[src/rtl/cook_timer_ctrl_pkg.sv]
// cook_timer_ctrl_pkg: state encoding and default constants for the cook timer.
package cook_timer_ctrl_pkg;
    typedef enum logic [1:0] {
        IDLE  = 2'd0,
        COOK  = 2'd1,
        PAUSE = 2'd2,
        DONE  = 2'd3
    } state_t;
    localparam int DEF_TICKS_PER_SEC = 100;
    localparam int DEF_SEC_W         = 10;
    localparam int DEF_MAX_SEC       = 999;
    localparam int DEF_QUICK_SEC     = 30;
    localparam int DEF_BEEP_SEC      = 3;
endpackage

[src/rtl/cook_timer_ctrl_sec_tick_gen.sv]
// sec_tick_gen: prescaler producing one tick every TICKS enabled cycles.
module sec_tick_gen #(
    parameter int TICKS = 100
) (
    input  logic clk,
    input  logic rst,
    input  logic en,
    input  logic clr,
    output logic tick
);
    localparam int W = (TICKS > 1) ? $clog2(TICKS) : 1;
    logic [W-1:0] r_cnt;
    assign tick = en & (r_cnt == W'(TICKS - 1));
    always_ff @(posedge clk) begin
        if (rst | clr)
            r_cnt <= '0;
        else if (en)
            r_cnt <= tick ? '0 : r_cnt + 1'b1;
    end
endmodule

[src/rtl/cook_timer_ctrl.sv]
// cook_timer_ctrl: countdown cook timer driving the magnetron latch set/rst.
// Define COOK_BEEP_EN to hold DONE for BEEP_SEC seconds with a toggling beep.
module cook_timer_ctrl
    import cook_timer_ctrl_pkg::*;
#(
    parameter int TICKS_PER_SEC = DEF_TICKS_PER_SEC,
    parameter int SEC_W         = DEF_SEC_W,
    parameter int MAX_SEC       = DEF_MAX_SEC,
    parameter int QUICK_SEC     = DEF_QUICK_SEC
`ifdef COOK_BEEP_EN
    , parameter int BEEP_SEC    = DEF_BEEP_SEC
`endif
) (
    input  logic             clk,
    input  logic             rst,
    input  logic             start,
    input  logic             stop,
    input  logic             clear,
    input  logic             door_closed,
    input  logic             load,
    input  logic [SEC_W-1:0] load_sec,
    output logic             mag_set,
    output logic             mag_rst,
    output logic [SEC_W-1:0] remaining,
    output logic             done,
    output logic             beep
);
    state_t           r_state;
    logic [SEC_W-1:0] r_rem;
    logic             r_done;
    logic             w_tick;
    logic             w_done_end;
    logic             w_dopen;
    logic [SEC_W-1:0] w_load_val;

    assign w_dopen    = ~door_closed;
    assign w_load_val = (load_sec > SEC_W'(MAX_SEC)) ? SEC_W'(MAX_SEC) : load_sec;
    // Live door and reset gate the latch so an opening door cuts power this cycle.
    assign mag_set    = (r_state == COOK) & door_closed & ~rst;
    assign mag_rst    = ~mag_set;
    assign remaining  = r_rem;
    assign done       = r_done;

    sec_tick_gen #(.TICKS(TICKS_PER_SEC)) u_sec (
        .clk  (clk),
        .rst  (rst),
        .en   (r_state == COOK),
        .clr  (r_state != COOK),
        .tick (w_tick)
    );

`ifdef COOK_BEEP_EN
    localparam int DONE_CYC = BEEP_SEC * TICKS_PER_SEC;
    localparam int DW       = $clog2(DONE_CYC + 1);
    logic [DW-1:0] r_dcnt;
    logic          r_beep;
    logic          w_half;
    sec_tick_gen #(.TICKS(TICKS_PER_SEC / 2)) u_beep (
        .clk  (clk),
        .rst  (rst),
        .en   (r_state == DONE),
        .clr  (r_state != DONE),
        .tick (w_half)
    );
    assign w_done_end = r_dcnt == DW'(DONE_CYC - 1);
    assign beep       = r_beep & (r_state == DONE);
    always_ff @(posedge clk) begin
        if (rst || r_state != DONE) begin
            r_dcnt <= '0;
            r_beep <= 1'b0;
        end else begin
            r_dcnt <= r_dcnt + 1'b1;
            if (w_half)
                r_beep <= ~r_beep;
        end
    end
`else
    assign w_done_end = 1'b1;
    assign beep       = 1'b0;
`endif

    always_ff @(posedge clk) begin
        if (rst) begin
            r_state <= IDLE;
            r_rem   <= '0;
            r_done  <= 1'b0;
        end else begin
            r_done <= 1'b0;
            case (r_state)
                IDLE: begin
                    if (clear)
                        r_rem <= '0;
                    else if (start & door_closed) begin
                        r_state <= COOK;
                        if (r_rem == '0)
                            r_rem <= SEC_W'(QUICK_SEC);
                    end else if (load)
                        r_rem <= w_load_val;
                end
                COOK: begin
                    if (clear) begin
                        r_state <= IDLE;
                        r_rem   <= '0;
                    end else if (w_dopen | stop)
                        r_state <= PAUSE;
                    else if (w_tick) begin
                        r_rem <= r_rem - 1'b1;
                        if (r_rem == SEC_W'(1)) begin
                            r_state <= DONE;
                            r_done  <= 1'b1;
                        end
                    end
                end
                PAUSE: begin
                    if (clear | stop) begin
                        r_state <= IDLE;
                        r_rem   <= '0;
                    end else if (start & door_closed)
                        r_state <= COOK;
                end
                DONE: begin
                    if (clear | start | w_dopen | w_done_end)
                        r_state <= IDLE;
                end
            endcase
        end
    end
endmodule

[config.mk]
export PLATFORM = sky130hd
export DESIGN_NAME = cook_timer_ctrl
export DESIGN_NICKNAME = d
export VERILOG_FILES = /design/src/rtl/cook_timer_ctrl_pkg.sv /design/src/rtl/cook_timer_ctrl_sec_tick_gen.sv /design/src/rtl/cook_timer_ctrl.sv
export SDC_FILE = /design/constraint.sdc
export NUM_CORES = 1
export LEC_CHECK = 0
export CORE_MARGIN = 1.5
export CORE_UTILIZATION = 49
export CTS_BUF_LIST = sky130_fd_sc_hd__clkbuf_16
export CTS_CLUSTER_SIZE = 14
export DETAILED_ROUTE_END_ITERATION = 7
export HOLD_SLACK_MARGIN = 0.06
export PLACE_DENSITY = 0.79
export SYNTH_ARGS = -nofsm -noshare
export SYNTH_HDL_FRONTEND = slang
export SYNTH_SLANG_ARGS = --single-unit
[constraint.sdc]
create_clock -name clk -period 2.3 [get_ports clk]
set_input_delay 0.46 -clock clk [delete_from_list [all_inputs] [get_ports clk]]
set_output_delay 0.46 -clock clk [all_outputs]
set_load 0.05 [all_outputs]
; ---- After elaboration in Yosys (flattened, before gate mapping)
; Cells that the tools add are included.
[word_totals]
register_bits = 20
in_bits = 17
output_inout_bits = 14
elab_cells = 59
[op_classes]
addsub = 2
magnitude_cmp = 1
n_eq_ne = 14
mux = 20
bitwise = 12
reduce_logical = 6
[op_table]
columns = operator, count
row1 = $mux 10, 9
row2 = $pmux 10 s3, 1
row3 = $ne 4x4->1 const B, 4
row4 = $mux 2, 7
row5 = $eq 10x1->1 const B, 1
row6 = $gt 10x10->1 const B, 1
row7 = $logic_not 10->1, 1
row8 = $sub 10x1->10 const B, 1
row9 = $pmux 2 s4, 1
row10 = $add 7x1->7 const B, 1
row11 = $eq 7x7->1 const B, 1
row12 = $mux 7, 1
row13 = $ne 3x3->1 const B, 2
row14 = $reduce_and 6->1, 1
row15 = $not 1->1, 5
row16 = $reduce_or 5->1, 1
row17 = $and 1x1->1, 4
row18 = $eq 2x2->1 const B, 2
row19 = $ne 2x2->1 const B, 2
row20 = $or 1x1->1, 3
row21 = $reduce_and 3->1, 1
row22 = $reduce_bool 3->1, 1
row23 = $eq 2x1->1 const B, 1
row24 = $logic_not 2->1, 1
row25 = other kinds (2), 2

; ---- Logic depth before layout (Yosys ltp)
; Gate-level depths: netlist of the first run.
[logic_depth]
ltp_word = 6
mapped_depth = 8
depth_no_buf = 7

; ---- By module
; From an unflattened synthesis of the first run, not the netlist that was laid out.
[hier_totals]
hier_cells = 195
hier_area_um2 = 1540.2
[modules_own_cells]
columns = mod, n_inst, cells_each, area_each_um2, seq_area_each_um2
row1 = cook_timer_ctrl, 1, 160, 1232.4, 260.2
row2 = sec_tick_gen, 1, 35, 307.8, 140.1

; ---- Worst setup path after synthesis of the first run
; Ideal clock, no wire load.
[synth_path]
kind = flip-flop to output port
start = reg r_state[1]
end = out mag_set
t_arrival_ns = 1.606
required_ns = 1.840
setup_slack_ns = 0.234
path_stages_with_launch = 5
path_buffers = 0
cell_sequence = dfxtp_1 inv_1 ha_1 nand3b_1 inv_1
[synth_via]
elab_chain_cells = 3
[synth_lines]
columns = item, line
row1 = "start, declared", cook_timer_ctrl.sv:28  ; state_t r_state;
row2 = "start signal, assigned", cook_timer_ctrl.sv:84  ; r_state <= IDLE;
row3 = "start signal, assigned", cook_timer_ctrl.sv:94  ; r_state <= COOK;
row4 = "start signal, assigned", cook_timer_ctrl.sv:102  ; r_state <= IDLE;
row5 = $eq 2x1->1, cook_timer_ctrl.sv:39  ; assign mag_set = (r_state == COOK) & door_closed & ~rst;
row6 = $and 1x1->1 (2 in a row), cook_timer_ctrl.sv:39
row7 = "end, declared", cook_timer_ctrl.sv:22  ; output logic mag_set,
; No other way between the ends.

; ---- Final worst setup path of the first run
[layout_path]
start = reg r_rem[2], in the netlist remaining[2]
end = out remaining[2]
[layout_rtl]
columns = item, line
row1 = "start, declared", cook_timer_ctrl.sv:29  ; logic [SEC_W-1:0] r_rem;
row2 = "start signal, assigned", cook_timer_ctrl.sv:96  ; r_rem <= SEC_W'(QUICK_SEC);
row3 = "start signal, assigned", cook_timer_ctrl.sv:98  ; r_rem <= w_load_val;
row4 = "start signal, assigned", cook_timer_ctrl.sv:107  ; r_rem <= r_rem - 1'b1;
row5 = "end, declared", cook_timer_ctrl.sv:24  ; output logic [SEC_W-1:0] remaining,
; No word-level cell between the ends.

==> results of run 1 <==
## flip-flops by register name, summed over array words and instances (netlist names)
name,flops
u_sec.r_cnt,7
remaining,10
done,1
r_state,2
## cell usage after synthesis (all sizes together) (2+ instances only)
master and number:
nor4 3, nor2b 2, a22oi 6, clkbuf 3
xor2 4, nor2 28, ha 8, dfxtp 20
nand4 4, nand2b 2, nand2 11, and2 4
nor3 3, xnor2 8, nand3 3, a311oi 2
buf 4, o21ai 8, o31ai 3, a211oi 8
inv 8, a31oi 2, a21oi 3
## cells by family after synthesis
group	after synthesis	share of synthesized area (%)
xor gates and xnor gates	12	8.22
other	1	0.293
AOI/OAI and AO/OA	35	19.7
adders and majority gates	8	7.83
and+or+nand+nor	68	27.6
buffers and inverters	15	5.09
DFF	20	31.3
## per-layer routing
| layer | routed length [um] | vias up |
|---|---|---|
| met5 | 0 | - |
| met4 | 49 | 0 |
| met3 | 137 | 8 |
| met2 | 1580 | 30 |
| met1 | 1450 | 581 |
| li1 | - | 632 |
## placed cells by master, fill, tap and decap left out, types with 2 or more instances in the layout
| cell type | instances |
|---|---|
| buf_4 | 7 |
| o31ai_1 | 3 |
| clkdlybuf4s50_1 | 27 |
| nor3_1 | 3 |
| nor4_1 | 2 |
| o21ai_0 | 6 |
| dfxtp_1 | 20 |
| nand3_1 | 3 |
| a211oi_1 | 7 |
| clkbuf_16 | 3 |
| nand2b_1 | 2 |
| nand4_1 | 4 |
| o21ai_1 | 2 |
| nor2b_1 | 2 |
| buf_12 | 2 |
| xor2_1 | 4 |
| nand2_1 | 11 |
| a21oi_1 | 3 |
| inv_1 | 8 |
| and2_1 | 4 |
| nor2_1 | 28 |
| a31oi_1 | 2 |
| ha_1 | 8 |
| xnor2_1 | 8 |
| a22oi_1 | 6 |
## path summary, 6_finish.rpt
path	start	to	depth (start not counted)
worst max-delay path	remaining[2]	remaining[2]	1
worst min-delay path	u_sec.r_cnt[0]	u_sec.r_cnt[0]	1
worst max register to register	u_sec.r_cnt[0]	remaining[0]	7
worst min register to register	u_sec.r_cnt[0]	u_sec.r_cnt[0]	1
## cell type report
| class | count | share of cell area [%] |
|---|---|---|
| clock buffer | 3 | 4.36 |
| clock inverter | 1 | 0.218 |
| timing repair buffer | 36 | 21.1 |
| multi-input combinational | 124 | 47.2 |
| inverter | 8 | 1.74 |
| sequential | 20 | 23.2 |
| tap | 30 | 2.18 |
## metrics by stage
step / cell area, um^2 / total power (W) / cells
finish: 1720 / 0.00109 / 222
floorplan: 1280 / 0.000619 / 159
CTS: 1720 / 0.00109 / 222
global route: 1720 / 0.00114 / 222
global placement: 1640 / 0.000728 / 218
detailed placement: 1640 / 0.000733 / 218
## power by group through the flow
stage	clock network, W	registers, W	logic [W]
floorplan	0	0.000461	0.000159
global placement	0	0.000405	0.000323
detailed placement	0	0.000406	0.000327
CTS	0.000360	0.000399	0.000331
global route	0.000378	0.000404	0.000358
finish	0.000358	0.000399	0.000332
==> impl_metrics.ini, run 1 <==
[global_routing]
grt_usage_pct = 25.5
grt_util_met2_pct = 42.5
grt_pass1_vias = 1199
grt_pass1_wl_um = 5450
grt_max_degree = 15
grt-busiest-layer = met2
gr-usage-met1_pct = 33.6
grt-ovfl-total = 0
antenna_found_initial = 0
grt_use_met3_pct = 3.89

[critical_path]
cp.arrival_ns = 1.60
crit_chain = clkdlybuf4s50_1
required_ns = 1.84
r2r_slack_ns = 0.41
crit_buf_inv = 1
cp_top_family = buffers and inverters
cpPeakStageDelay_ns = 0.86
crit_slowest_cell = clkdlybuf4s50_1
crit_type = flip-flop to output port
worstSetupStartpointType = flip-flop
crit_path_max_fanout = 7
worst_setup_path_end_kind = output port

[sta]
rsz0062_at_grt = no
worst_slack_ns = 0.238
final.period_utilization_pct = 89.7
finClkSkew_ns = 0.00112
finalHoldViolations = 0
relSlewSlack_pct = 66.9
final_max_slew_viol_count = 0
fin_setup_tns_ns = 0
period_needed_ns = 2.06
finalSetupViolations = 0
hold_slack_ns = 0.451
timing_worst_slew_pin_value_ns = 0.496
fmax_ghz = 0.485

[synthesis]
synthCells = 159
synth_area_leaders = dfxtp_1, nor2_1, ha_1
yosysTopAreaCell = dfxtp_1
ys_types = 41
synth.yosys.seq_area_share_pct = 31.3
yosys_warnings = 0
synth_nets = 184
synthFlopType = dfxtp_1
avgSynthCellArea_um2 = 8.04
synth_enable_flop_cells = 0
synthesis.area_um2 = 1280
synth_top_area_share_pct = 31.3
ys_seq_elements = 20
synth_async_sr_flop_share_pct = 0

[drt]
drtIter0Drc = 24
routed_via_density = 5.64
routed_wl_um = 3220
ant_nets = 0
drc = 0
wire_per_inst_um = 14.5
vias = 1251
firstDrtPassIters = 4

[layout]
syn2layout_area_growth_pct = 34.7
seq_area_um2 = 400
n_antenna_cell = 0
fin_nets = 218
multi_input_area_um2 = 813
drive_gt1_share_pct = 7.81
utilization_pct = 69.5
fill_cells = 198

[clock_network]
clockRootBuffer = clkbuf_16
cts_tree = built
h-tree-depth = 1
clkSlewWorstSetupHoldPaths_ns = 0.05
cts_sinks = 20
cts_resized = 0
cts_setup_buffers = 0
clock_path_buffers = 2
clk_latency_ns = 0.25
ctsHoldBuffers = 0
cts_buffers = 3

[power]
pwr-share-comb_pct = 30.5
p_leak_nw = 0.660
internal_power_w = 0.000744
p_sw_share_pct = 31.7
p_clk_share_pct = 32.9
powerDensity_nw_per_um2 = 632
peakVddDrop_mv = 0.390
p_seq_share_pct = 36.6
p_switching_w = 0.000345

[status]
outcome = completed

[place]
place_ws_ns = 0.0381
numPortBuffers = 29
hpwl_um = 2340
place.gp.congestion = 0.865

[floorplan]
die_h_um = 54.1
rows = 18
coreArea_um2 = 2480
initial_core_util_pct = 51.6
dieArea_um2 = 2930
die_w_um = 54.1
io-pin-count = 31

[job]
cap_violations = 0

[min_path]
hp-class = flip-flop to flip-flop
Note: power is estimated with default switching activity, not from simulation.
==> run 2: changes to the inputs <==
Settings changed: TNS_END_PERCENT set to 30.
==> results of run 2 <==
Same layout as run 1: the final DEF is identical, and so are final timing and power.
==> run 3: changes to the inputs <==
Settings changed: MAX_ROUTING_LAYER set to met4.
==> run 3 against run 2 <==
Against the previous run: core utilization shrank 0.15 points; routed wire length grew 1.9%; final cell count is 0.45% lower; first-iteration DRC count up 42%; sequential power is essentially flat; hold slack improved by 0.026 ns; via count grew 1.3%; fmax is 0.54% higher; critical endpoint unchanged; largest cell class unchanged.
==> impl_metrics.ini, run 3 (synthesis results as in run 1) <==
[status]
outcome = completed

[drt]
drc = 0
firstDrtPassIters = 4
wire_per_inst_um = 14.8
drtIter0Drc = 34
vias = 1267
routed_via_density = 5.73
routed_wl_um = 3280
ant_nets = 0

[clock_network]
clockRootBuffer = clkbuf_16
cts_setup_buffers = 0
ctsHoldBuffers = 0
clkSlewWorstSetupHoldPaths_ns = 0.05
cts_buffers = 3
cts_resized = 0
clk_latency_ns = 0.25
cts_sinks = 20
cts_tree = built
h-tree-depth = 1
clock_path_buffers = 2

[sta]
finalHoldViolations = 0
finalSetupViolations = 0
rsz0062_at_grt = no
fin_setup_tns_ns = 0
final_max_slew_viol_count = 0
period_needed_ns = 2.05
final.period_utilization_pct = 89.2
finClkSkew_ns = 0.00453
hold_slack_ns = 0.476
timing_worst_slew_pin_value_ns = 0.506
fmax_ghz = 0.488
relSlewSlack_pct = 66.2

[floorplan]
die_w_um = 54.1
coreArea_um2 = 2480
rows = 18
initial_core_util_pct = 51.6
die_h_um = 54.1
io-pin-count = 31
dieArea_um2 = 2930

[critical_path]
crit_chain = clkdlybuf4s50_1
cp_top_family = buffers and inverters
crit_type = flip-flop to output port
cpPeakStageDelay_ns = 0.86
crit_buf_inv = 1
cp.arrival_ns = 1.59
required_ns = 1.84
crit_path_max_fanout = 7
worstSetupStartpointType = flip-flop
crit_slowest_cell = clkdlybuf4s50_1
worst_setup_path_end_kind = output port

[layout]
largest_reg_flops = 10
syn2layout_area_growth_pct = 34.4
final_common_cell = nor2_1
layout_common_cells = nor2_1, clkdlybuf4s50_1, dfxtp_1
n_antenna_cell = 0
fin_nets = 218
fill_cells = 212
drive_gt1_share_pct = 7.85

[min_path]
hp-class = flip-flop to flip-flop

[job]
cap_violations = 0

[global_routing]
antenna_found_initial = 0
grt_usage_pct = 25.7
grt_max_degree = 15
grt-ovfl-total = 0
grt_pass1_wl_um = 5150
grt_pass1_vias = 1179

[place]
place.gp.congestion = 0.887
numPortBuffers = 29
hpwl_um = 2490

[power]
p_leak_nw = 0.658
powerDensity_nw_per_um2 = 632
power_w = 0.00109
peakVddDrop_mv = 0.661
[run 3: cell count changes in the layout (fill, tap and decap cells not counted)]
cell and delta:
clkinv_1 -1
[run 3: power breakdown]
group	internal [W]	switching (W)
Clock	0.000229	0.000124
Combinational	0.000146	0.000187
Sequential	0.000367	0.0000335
Total	0.000742	0.000344
[run 3: cell type report]
cell class | instances | area (um^2) | area share (%)
Inverter | 8 | 30.0 | 1.75
Timing Repair Buffer | 36 | 363 | 21.1
Clock buffer | 3 | 75.1 | 4.37
Tap cell | 30 | 37.5 | 2.18
Multi-Input combinational cell | 124 | 813 | 47.3
Sequential cell | 20 | 400 | 23.3
[run 3: metrics by stage]
stage                     setup slack [ns]  area, um^2  utilization (%)  instances
after floorplan                      0.234        1280                -        159
after global placement              0.0863        1640             66.4        218
after detailed placement            0.0369        1640             66.4        218
after CTS                            0.236        1720             69.4        221
after global routing                 0.117        1720             69.4        221
final                                0.249        1720             69.4        221
[run 3: worst paths after layout]
check	to	slack [ns]	cells past startpoint	from
setup / recovery	remaining[2]	0.25	1	remaining[2]
hold / removal	u_sec.r_cnt[0]	0.48	1	u_sec.r_cnt[0]
setup reg to reg	remaining[0]	0.37	7	u_sec.r_cnt[0]
hold reg to reg	u_sec.r_cnt[0]	0.48	1	u_sec.r_cnt[0]
[run 3: layer usage]
layer  GRT usage (%)  vias up  wire length (um)
li1                -      626                 -
met1            27.5      590              1360
met2            45.5       45              1680
met3            6.94        6               202
met4            8.75        0                34
met5               -        -                 0
